[src/rtl/debounce_bank_if.sv]
// Bundle of raw inputs and debounced outputs for debounce_bank.
// The master modport belongs to whoever drives the raw inputs. The slave modport is the debouncer itself.
interface debounce_bank_if #(
  parameter int NCH = 4
);
  logic [NCH-1:0] noisy;
  logic [NCH-1:0] clean;
  logic [NCH-1:0] rise;
  logic [NCH-1:0] fall;
  logic [NCH-1:0] rpt;
  logic           any_change;

  modport master (
    output noisy,
    input  clean, rise, fall, rpt, any_change
  );

  modport slave (
    input  noisy,
    output clean, rise, fall, rpt, any_change
  );
endinterface

[src/rtl/debounce_bank.sv]
// Multi-channel debouncer. Each channel has a synchroniser, a stability filter,
// one-cycle edge strobes and an optional auto-repeat strobe.
module debounce_bank #(
  parameter int NCH           = 4,
  parameter int NDELAY        = 20,
  parameter int NBITS         = 5,
  parameter int SYNC_STAGES   = 2,
  parameter int REPEAT_PERIOD = 0,
  parameter int RBITS         = 16
) (
  input  logic            clk,
  input  logic            rst_n,
  debounce_bank_if.slave  bus
);

  if (NDELAY > (1 << NBITS) - 1) begin : g_chk_ndelay
    $error("debounce_bank: NDELAY does not fit in NBITS");
  end
  if (SYNC_STAGES < 1) begin : g_chk_sync
    $error("debounce_bank: SYNC_STAGES must be at least 1");
  end
  if (REPEAT_PERIOD < 0 || longint'(REPEAT_PERIOD) > (longint'(1) << RBITS)) begin : g_chk_rpt
    $error("debounce_bank: REPEAT_PERIOD out of range for RBITS");
  end

  localparam logic [NBITS-1:0] NDELAY_C = NBITS'(NDELAY);

  logic [NCH-1:0] clean_v;
  logic [NCH-1:0] rise_v;
  logic [NCH-1:0] fall_v;
  logic [NCH-1:0] rpt_v;

  for (genvar i = 0; i < NCH; i++) begin : g_ch
    logic [SYNC_STAGES-1:0] sync_q;
    logic                   s;
    logic                   xnew_q;
    logic [NBITS-1:0]       count_q;
    logic                   clean_q;
    logic                   clean_d;
    logic                   rise_q;
    logic                   fall_q;

    assign s = sync_q[SYNC_STAGES-1];

    // NOTE: every signal assigned in always_comb gets a default first, so no latch is inferred.
    always_comb begin
      clean_d = clean_q;
      if (s == xnew_q && count_q == NDELAY_C) clean_d = xnew_q;
    end

    // NOTE: sequential state uses non-blocking assignments only. All flops,
    // including the synchroniser, clear on reset so no stale sample causes a strobe.
    always_ff @(posedge clk or negedge rst_n) begin
      if (!rst_n) begin
        sync_q  <= '0;
        xnew_q  <= 1'b0;
        count_q <= '0;
        clean_q <= 1'b0;
        rise_q  <= 1'b0;
        fall_q  <= 1'b0;
      end else begin
        sync_q <= (sync_q << 1) | SYNC_STAGES'(bus.noisy[i]);
        if (s != xnew_q) begin
          xnew_q  <= s;
          count_q <= '0;
        end else if (count_q != NDELAY_C) begin
          count_q <= count_q + 1'b1;
        end
        clean_q <= clean_d;
        rise_q  <= clean_d & ~clean_q;
        fall_q  <= ~clean_d & clean_q;
      end
    end

    assign clean_v[i] = clean_q;
    assign rise_v[i]  = rise_q;
    assign fall_v[i]  = fall_q;

    if (REPEAT_PERIOD > 0) begin : g_rpt
      localparam logic [RBITS-1:0] RLAST = RBITS'(REPEAT_PERIOD - 1);
      logic [RBITS-1:0] rcnt_q;
      logic             rpt_q;

      // The first pulse coincides with the rise, then one pulse every REPEAT_PERIOD cycles.
      always_ff @(posedge clk or negedge rst_n) begin
        if (!rst_n) begin
          rcnt_q <= '0;
          rpt_q  <= 1'b0;
        end else if (clean_d && !clean_q) begin
          rcnt_q <= '0;
          rpt_q  <= 1'b1;
        end else if (clean_d && clean_q) begin
          if (rcnt_q == RLAST) begin
            rcnt_q <= '0;
            rpt_q  <= 1'b1;
          end else begin
            rcnt_q <= rcnt_q + 1'b1;
            rpt_q  <= 1'b0;
          end
        end else begin
          rcnt_q <= '0;
          rpt_q  <= 1'b0;
        end
      end

      assign rpt_v[i] = rpt_q;
    end else begin : g_no_rpt
      assign rpt_v[i] = 1'b0;
    end
  end

  assign bus.clean      = clean_v;
  assign bus.rise       = rise_v;
  assign bus.fall       = fall_v;
  assign bus.rpt        = rpt_v;
  assign bus.any_change = |(rise_v | fall_v);

endmodule

[src/flat_wrapper.sv]
// flat-port wrapper written by rule: the top's interface ports become plain ports
module debounce_bank_flat 
#(
  parameter int NCH           = 4,
  parameter int NDELAY        = 20,
  parameter int NBITS         = 5,
  parameter int SYNC_STAGES   = 2,
  parameter int REPEAT_PERIOD = 0,
  parameter int RBITS         = 16
)
  (clk, rst_n, bus_noisy, bus_clean, bus_rise, bus_fall, bus_rpt, bus_any_change);
  debounce_bank_if #(.NCH(NCH)) bus_i ();
  input  logic clk;
  input  logic rst_n;
  input wire logic [$bits(bus_i.noisy)-1:0] bus_noisy;
  output wire logic [$bits(bus_i.clean)-1:0] bus_clean;
  output wire logic [$bits(bus_i.rise)-1:0] bus_rise;
  output wire logic [$bits(bus_i.fall)-1:0] bus_fall;
  output wire logic [$bits(bus_i.rpt)-1:0] bus_rpt;
  output wire logic [$bits(bus_i.any_change)-1:0] bus_any_change;
  assign bus_i.noisy = bus_noisy;
  assign bus_clean = bus_i.clean;
  assign bus_rise = bus_i.rise;
  assign bus_fall = bus_i.fall;
  assign bus_rpt = bus_i.rpt;
  assign bus_any_change = bus_i.any_change;
  debounce_bank #(.NCH(NCH), .NDELAY(NDELAY), .NBITS(NBITS), .SYNC_STAGES(SYNC_STAGES), .REPEAT_PERIOD(REPEAT_PERIOD), .RBITS(RBITS)) u_core (.clk(clk), .rst_n(rst_n), .bus(bus_i));
endmodule
[config.mk]
export PLATFORM = sky130hd
export DESIGN_NAME = debounce_bank_flat
export DESIGN_NICKNAME = d
export VERILOG_FILES = /design/src/rtl/debounce_bank_if.sv /design/src/rtl/debounce_bank.sv /design/src/flat_wrapper.sv
export SDC_FILE = /design/constraint.sdc
export NUM_CORES = 1
export LEC_CHECK = 0
export BUFFER_PORTS_ARGS = -buffer_cell sky130_fd_sc_hd__buf_2
export CORE_UTILIZATION = 40
export DETAILED_ROUTE_END_ITERATION = 12
export GPL_TIMING_DRIVEN = 1
export HOLD_SLACK_MARGIN = 0.12
export PLACE_DENSITY = 0.55
export SYNTH_ARGS = -nofsm -noshare
export SYNTH_HDL_FRONTEND = slang
export SYNTH_SLANG_ARGS = --single-unit
[constraint.sdc]
create_clock -name clk -period 1.46 [get_ports clk]
set_input_delay 0.073 -clock clk [delete_from_list [all_inputs] [get_ports clk]]
set_output_delay 0.073 -clock clk [all_outputs]
set_load 0.02 [all_outputs]
==> run summary, run 1 <==
Asr flop ratio synth - 1.00
Vias in the first global route - 1131
Post-Layout Cell Count - 246
Synth top area cells - dfrtp_1, buf_4, ha_1
Worst-margin pin slew - 0.536 ns
CTS Buf Count - 5
Yosys Warn Count - 0
Port bufs - 18
Worst hold path class - reg -> reg
Initial antenna violation count - 0
First-pass GRT wire length - 5200 µm
Max Fclk - 746 MHz
Core area - 4790 µm²
Switch share - 0.253
Die Span X - 72.8 µm
Via count - 1144
Routed wire length - 2970 µm
Post-Syn Area per Cell - 12.2 µm²
Drt first pass iters - 4
DRC Markers - 0
Logic pwr share - 0.106
Synth unique cells - 23
Final-report hold violation count - 0
Ys flop type - dfrtp_1
CP Launch Type - register
Seq pwr share - 0.576
Placed cells - 233
MaxCap Viol Count - 0
PnR worst setup slack - 0.119 ns
Remaining global-route overflow - 0
HPWL Detailed - 2120 µm
H-Tree Depth - 2
CTS tree - built
Worst VDD drop - 0.635 mV
Synth Instances - 164
Sink Count - 44
Outcome - finished, final reports clean
CTS clk-pin slew, worst paths - 0.07 ns
Final ANT Viol Nets - 0
PD cells - 1080 nW/µm²
Post-synth EDFFs - 0
I/O Pins - 23
Final Max Slew Viols - 0
Total power - 2.39 mW
Unrepaired setup endpoints after global routing - false
CP required - 1.39 ns
Number of synthesized register bits - 44
Die H - 72.8 µm
Setup crit end kind - output port
Power share of the clock group - 0.318
Post-Route Skew - 0.00202 ns
Gpl congestion - 0.750
Internal power - 1.79 mW
Mapped cell area - 2010 µm²
Clock Latency Late Sink - 0.29 ns
Die ar. - 5300 µm²
Fraction of layout cells with a size suffix above 1 - 0.201
Leakage - 1.10 nW
Minimum clock period - 1.34 ns
Synth top area share - 0.549
Final Cycle Share - 0.918
Sequential share of the synthesized area - 0.549
# fillers - 444
Antenna Cells - 0
Setup CP Type - reg -> out
Post-DR vias/cell - 4.65
Area grow syn2layout - 10.2%
Largest net degree at the start of global routing - 45
Post-layout util - 0.462
Setup TNS - 0 ns
Iter 0 DRT Violations - 58
NetSw - 606 µW
Fin nets - 192
Worst rel slew slack - 0.642
Yosys top cell by area - dfrtp_1
# rows - 25
Clk root buf - clkbuf_8
Clk buf depth - 2
CP arrival - 1.27 ns
Total Routing Usage GR - 0.134
Crit path max fanout - 2
Initial Util - 0.419
Routed len/inst - 12.1 µm
Final setup vio count - 0
Setup WS pre-CTS - 0.174 ns
==> cell usage in the layout (no fill, tap or decap), drive strengths merged <==
cell type and n:
dfrtp 44, buf 19, nor2 12, xor2 12, nand2 9, inv 8
nand3 8, ha 8, clkbuf 8, xnor2 6, dlygate4sd3 5, nand4b 4
o21ai 4, o211ai 4, nor3 4, nor4b 4, mux2i 4, nor3b 4
conb 4, a21oi 2, o21bai 2, a31oi 2, nor4 2
==> power groups by stage <==
stage                     logic (mW)  clock network, mW  registers [mW]
final                          0.253              0.762            1.38
after global routing           0.294              0.850            1.39
after CTS                      0.262              0.797            1.38
after floorplan                0.192                  0            1.38
after global placement         0.235                  0            1.39
after detailed placement       0.251                  0            1.40
==> flip-flops by register name, summed over array words and instances (netlist names) <==
name / flops
u_core.g_ch.rise_q: 4
u_core.g_ch.count_q: 20
u_core.g_ch.clean_q: 4
u_core.g_ch.fall_q: 4
u_core.g_ch.sync_q: 8
u_core.g_ch.xnew_q: 4
==> through the flow <==
stage / hold WS (ns) / instance area (µm²)
finish: 0.351 / 2210
CTS: 0.353 / 2200
detailed placement: 0.183 / 2060
global route: 0.361 / 2210
global placement: 0.173 / 2060
floorplan: -0.223 / 2020
==> logic make-up (layout without fill, tap and decap cells) <==
logic type	count (synthesis)	in the layout	synth area share
compound gates	14	14	0.0436
xor+xnor	18	18	0.0860
fa+ha+maj	8	8	0.0499
buf+inv	28	40	0.0823
flops	44	44	0.549
mux	4	4	0.0200
other cells	1	4	0.00187
simple gates	47	47	0.168
==> path summary, 6_finish.rpt <==
path                                      startpoint                  endpoint  slack [ns]  cells past startpoint
max                            u_core.g_ch[0].fall_q            bus_any_change        0.12                      3
min                         u_core.g_ch[0].sync_q[0]  u_core.g_ch[0].sync_q[1]        0.35                      0
max reg2reg                u_core.g_ch[1].count_q[0]     u_core.g_ch[1].fall_q        0.19                      4
min reg2reg                 u_core.g_ch[0].sync_q[0]  u_core.g_ch[0].sync_q[1]        0.35                      0
max in group asynchronous                      rst_n  u_core.g_ch[0].sync_q[1]        0.71                      3
min in group asynchronous                      rst_n    u_core.g_ch[2].clean_q        0.38                      3
==> layer usage <==
layer	vias to the layer above	track usage	share of wire
li1	552	-	-
met2	24	0.211	0.47
met5	-	0	0
met1	561	0.168	0.46
met3	7	0.0539	0.047
met4	0	0.0458	0.013
==> final cells by class <==
type | instances | area (µm²) | area share
repair buffers | 24 | 148 | 0.0668
multi-input cells | 95 | 758 | 0.343
inverters | 8 | 30.0 | 0.0136
flip-flops and latches | 44 | 1100 | 0.498
clock buffers | 8 | 90.1 | 0.0407
well taps | 67 | 83.8 | 0.0379
==> cells in the mapped netlist, types with 6 or more instances <==
master,instances
nand3_1,8
nand2_1,9
dfrtp_1,44
inv_1,8
nor2_1,12
xor2_1,10
xnor2_1,6
ha_1,8
buf_4,16
==> critical path: stages (launching register included) <==
cell	delay [ns]
dfrtp_1	0.41
nor4_2	0.33
nand2_1	0.08
buf_2	0.16
==> what timing repair did <==
action	4_1_cts	5_1_grt
hold buffers	5	0
setup buffers	0	0
endpoints found under the setup margin	0	1
endpoints found under the hold margin	48	0
resized for setup	0	1
Power figures use the tool's default switching activity.
==> run 2, diff against run 1 <==
Settings changed: REMOVE_ABC_BUFFERS set to 1.
==> run 2 against run 1 <==
  * Final area up 1.1%
  * Global-route usage down 0.39 points
  * Flip-flop and latch count unchanged
  * Clock-buffer cell count down 2
  * Worst hold slack worse by 0.065 ns
  * Fmax up 2.6%
  * Critical path type unchanged
  * Critical endpoint unchanged
  * Largest power group unchanged
  * Highest routed layer unchanged
==> run summary, run 2 (synthesized netlist as in run 1, its figures left out) <==
Outcome - finished, final reports clean
Die ar. - 5300 µm²
Worst hold path class - in -> async
Final setup vio count - 0
CP arrival - 1.23 ns
Final ANT Viol Nets - 0
Post-DR vias/cell - 4.62
Routed wl met3 - 113 µm
CTS tree - built
First-pass GRT wire length - 5030 µm
Post-CTS Setup Inserts - 0
CP cell instances - nor4_2 > nand2_1 > buf_2
Final Cell Area - 2240 µm²
Crit path max fanout - 2
Largest net degree at the start of global routing - 25
Max incr delay on CP - 0.40 ns
CP Launch Type - register
Final Max Slew Viols - 0
Routed len/inst - 12.0 µm
CP required - 1.39 ns
Worst-margin pin slew - 0.537 ns
Setup crit end kind - output port
Iter 0 DRT Violations - 56
# rows - 25
DRC Markers - 0
Largest Register - u_core.g_ch.count_q
Initial Util - 0.419
Final-report hold violation count - 0
Die Span X - 72.8 µm
Routed wire length - 2980 µm
Setup TNS - 0 ns
Clk buf depth - 2
Minimum clock period - 1.31 ns
Worst VDD drop - 0.554 mV
Setup CP Type - reg -> out
Unrepaired setup endpoints after global routing - false
Max reg flops - 20
Fin nets - 193
MaxCap Viol Count - 0
Slowest cell on the critical path - dfrtp_1
Clk root buf - clkbuf_8
Max Fclk - 765 MHz
Remaining global-route overflow - 0
PD cells - 1130 nW/µm²
Final Cycle Share - 0.895
Vias in the first global route - 1115
Worst rel slew slack - 0.642
Fraction of layout cells with a size suffix above 1 - 0.211
HPWL Detailed - 2180 µm
Antenna Cells - 0
CTS Buf Count - 5
Clock Latency Late Sink - 0.29 ns
# fillers - 449
Area grow syn2layout - 11.4%
CTS clk-pin slew, worst paths - 0.08 ns
Leakage - 1.12 nW
Drt first pass iters - 4
Port bufs - 18
Die H - 72.8 µm
Placed inst area - 2070 µm²
Max Used Layer - met4
Commonest non-fill, non-tap cell in the layout - dfrtp_1
Post-Route Skew - 0.00765 ns
Met2 wire len - 1470 µm
Initial antenna violation count - 0
Largest registers - u_core.g_ch.count_q (20), u_core.g_ch.sync_q (8)
Metal-1 WL - 1340 µm
Most frequent cells in the layout - dfrtp_1, buf_2, nor2_1
H-Tree Depth - 2
Post-layout util - 0.467
Sink Count - 44
Via count - 1141
Core area - 4790 µm²
I/O Pins - 23
Gpl congestion - 0.715
Total Routing Usage GR - 0.130
run 2: cell count changes in the layout (fill, tap and decap cells not counted):
cell,change
buf_4,+1
bufinv_16,+1
clkbuf_1,-1
clkbuf_8,-1
clkinv_2,+1
run 2: where the power goes:
| group | internal, mW | switching [mW] | total, mW |
|---|---|---|---|
| registers | 1.29 | 0.0878 | 1.38 |
| logic | 0.114 | 0.145 | 0.259 |
| clock network | 0.507 | 0.382 | 0.889 |
| total | 1.91 | 0.614 | 2.52 |
run 2: per-stage QoR:
stage / cells / setup slack [ns] / hold slack [ns] / power [mW]
after global routing: 247 / 0.0365 / 0.327 / 2.66
after global placement: 234 / 0.240 / 0.0739 / 1.63
final: 247 / 0.153 / 0.286 / 2.52
after CTS: 247 / 0.0857 / 0.294 / 2.57
after floorplan: 147 / 0.319 / -0.223 / 1.56
after detailed placement: 234 / 0.177 / 0.0858 / 1.65
run 2: what timing repair did:
action,4_1_cts,5_1_grt
hold buffers,5,0
gates resized for setup,1,0
hold endpoints to repair,26,0
setup endpoints to repair,1,0
run 2: routing by layer:
layer	GRT usage	vias up
met5	0	-
met4	0.0523	0
met3	0.0483	6
met2	0.216	18
met1	0.152	558
li1	-	559
run 2: final timing paths:
kind                            slack (ns)  cells after the start                       from                   endpoint
worst max-delay path                  0.15                      3      u_core.g_ch[0].fall_q             bus_any_change
worst min-delay path                  0.29                      2                      rst_n  u_core.g_ch[2].count_q[0]
worst max register to register        0.18                      5  u_core.g_ch[3].count_q[0]  u_core.g_ch[3].count_q[0]
worst min register to register        0.35                      0   u_core.g_ch[0].sync_q[0]   u_core.g_ch[0].sync_q[1]
max in group asynchronous             0.55                      3                      rst_n   u_core.g_ch[0].sync_q[0]
min in group clk                      0.35                      0   u_core.g_ch[0].sync_q[0]   u_core.g_ch[0].sync_q[1]
run 2: worst max-delay path, delay by kind of cell (launching register included):
kind / cells / cell delay (ns)
simple gates: 2 / 0.40
buf+inv: 1 / 0.16
flops: 1 / 0.40
run 2: area by class of cell:
class                      instances  area, µm²  share of cell area
sequential                        44       1100               0.492
clock buffer                       6       72.6              0.0325
clock inverter                     2       35.0              0.0157
tap                               67       83.8              0.0375
multi-input combinational         95        758               0.339
inverter                           8       30.0              0.0134
timing repair buffer              25        155              0.0694
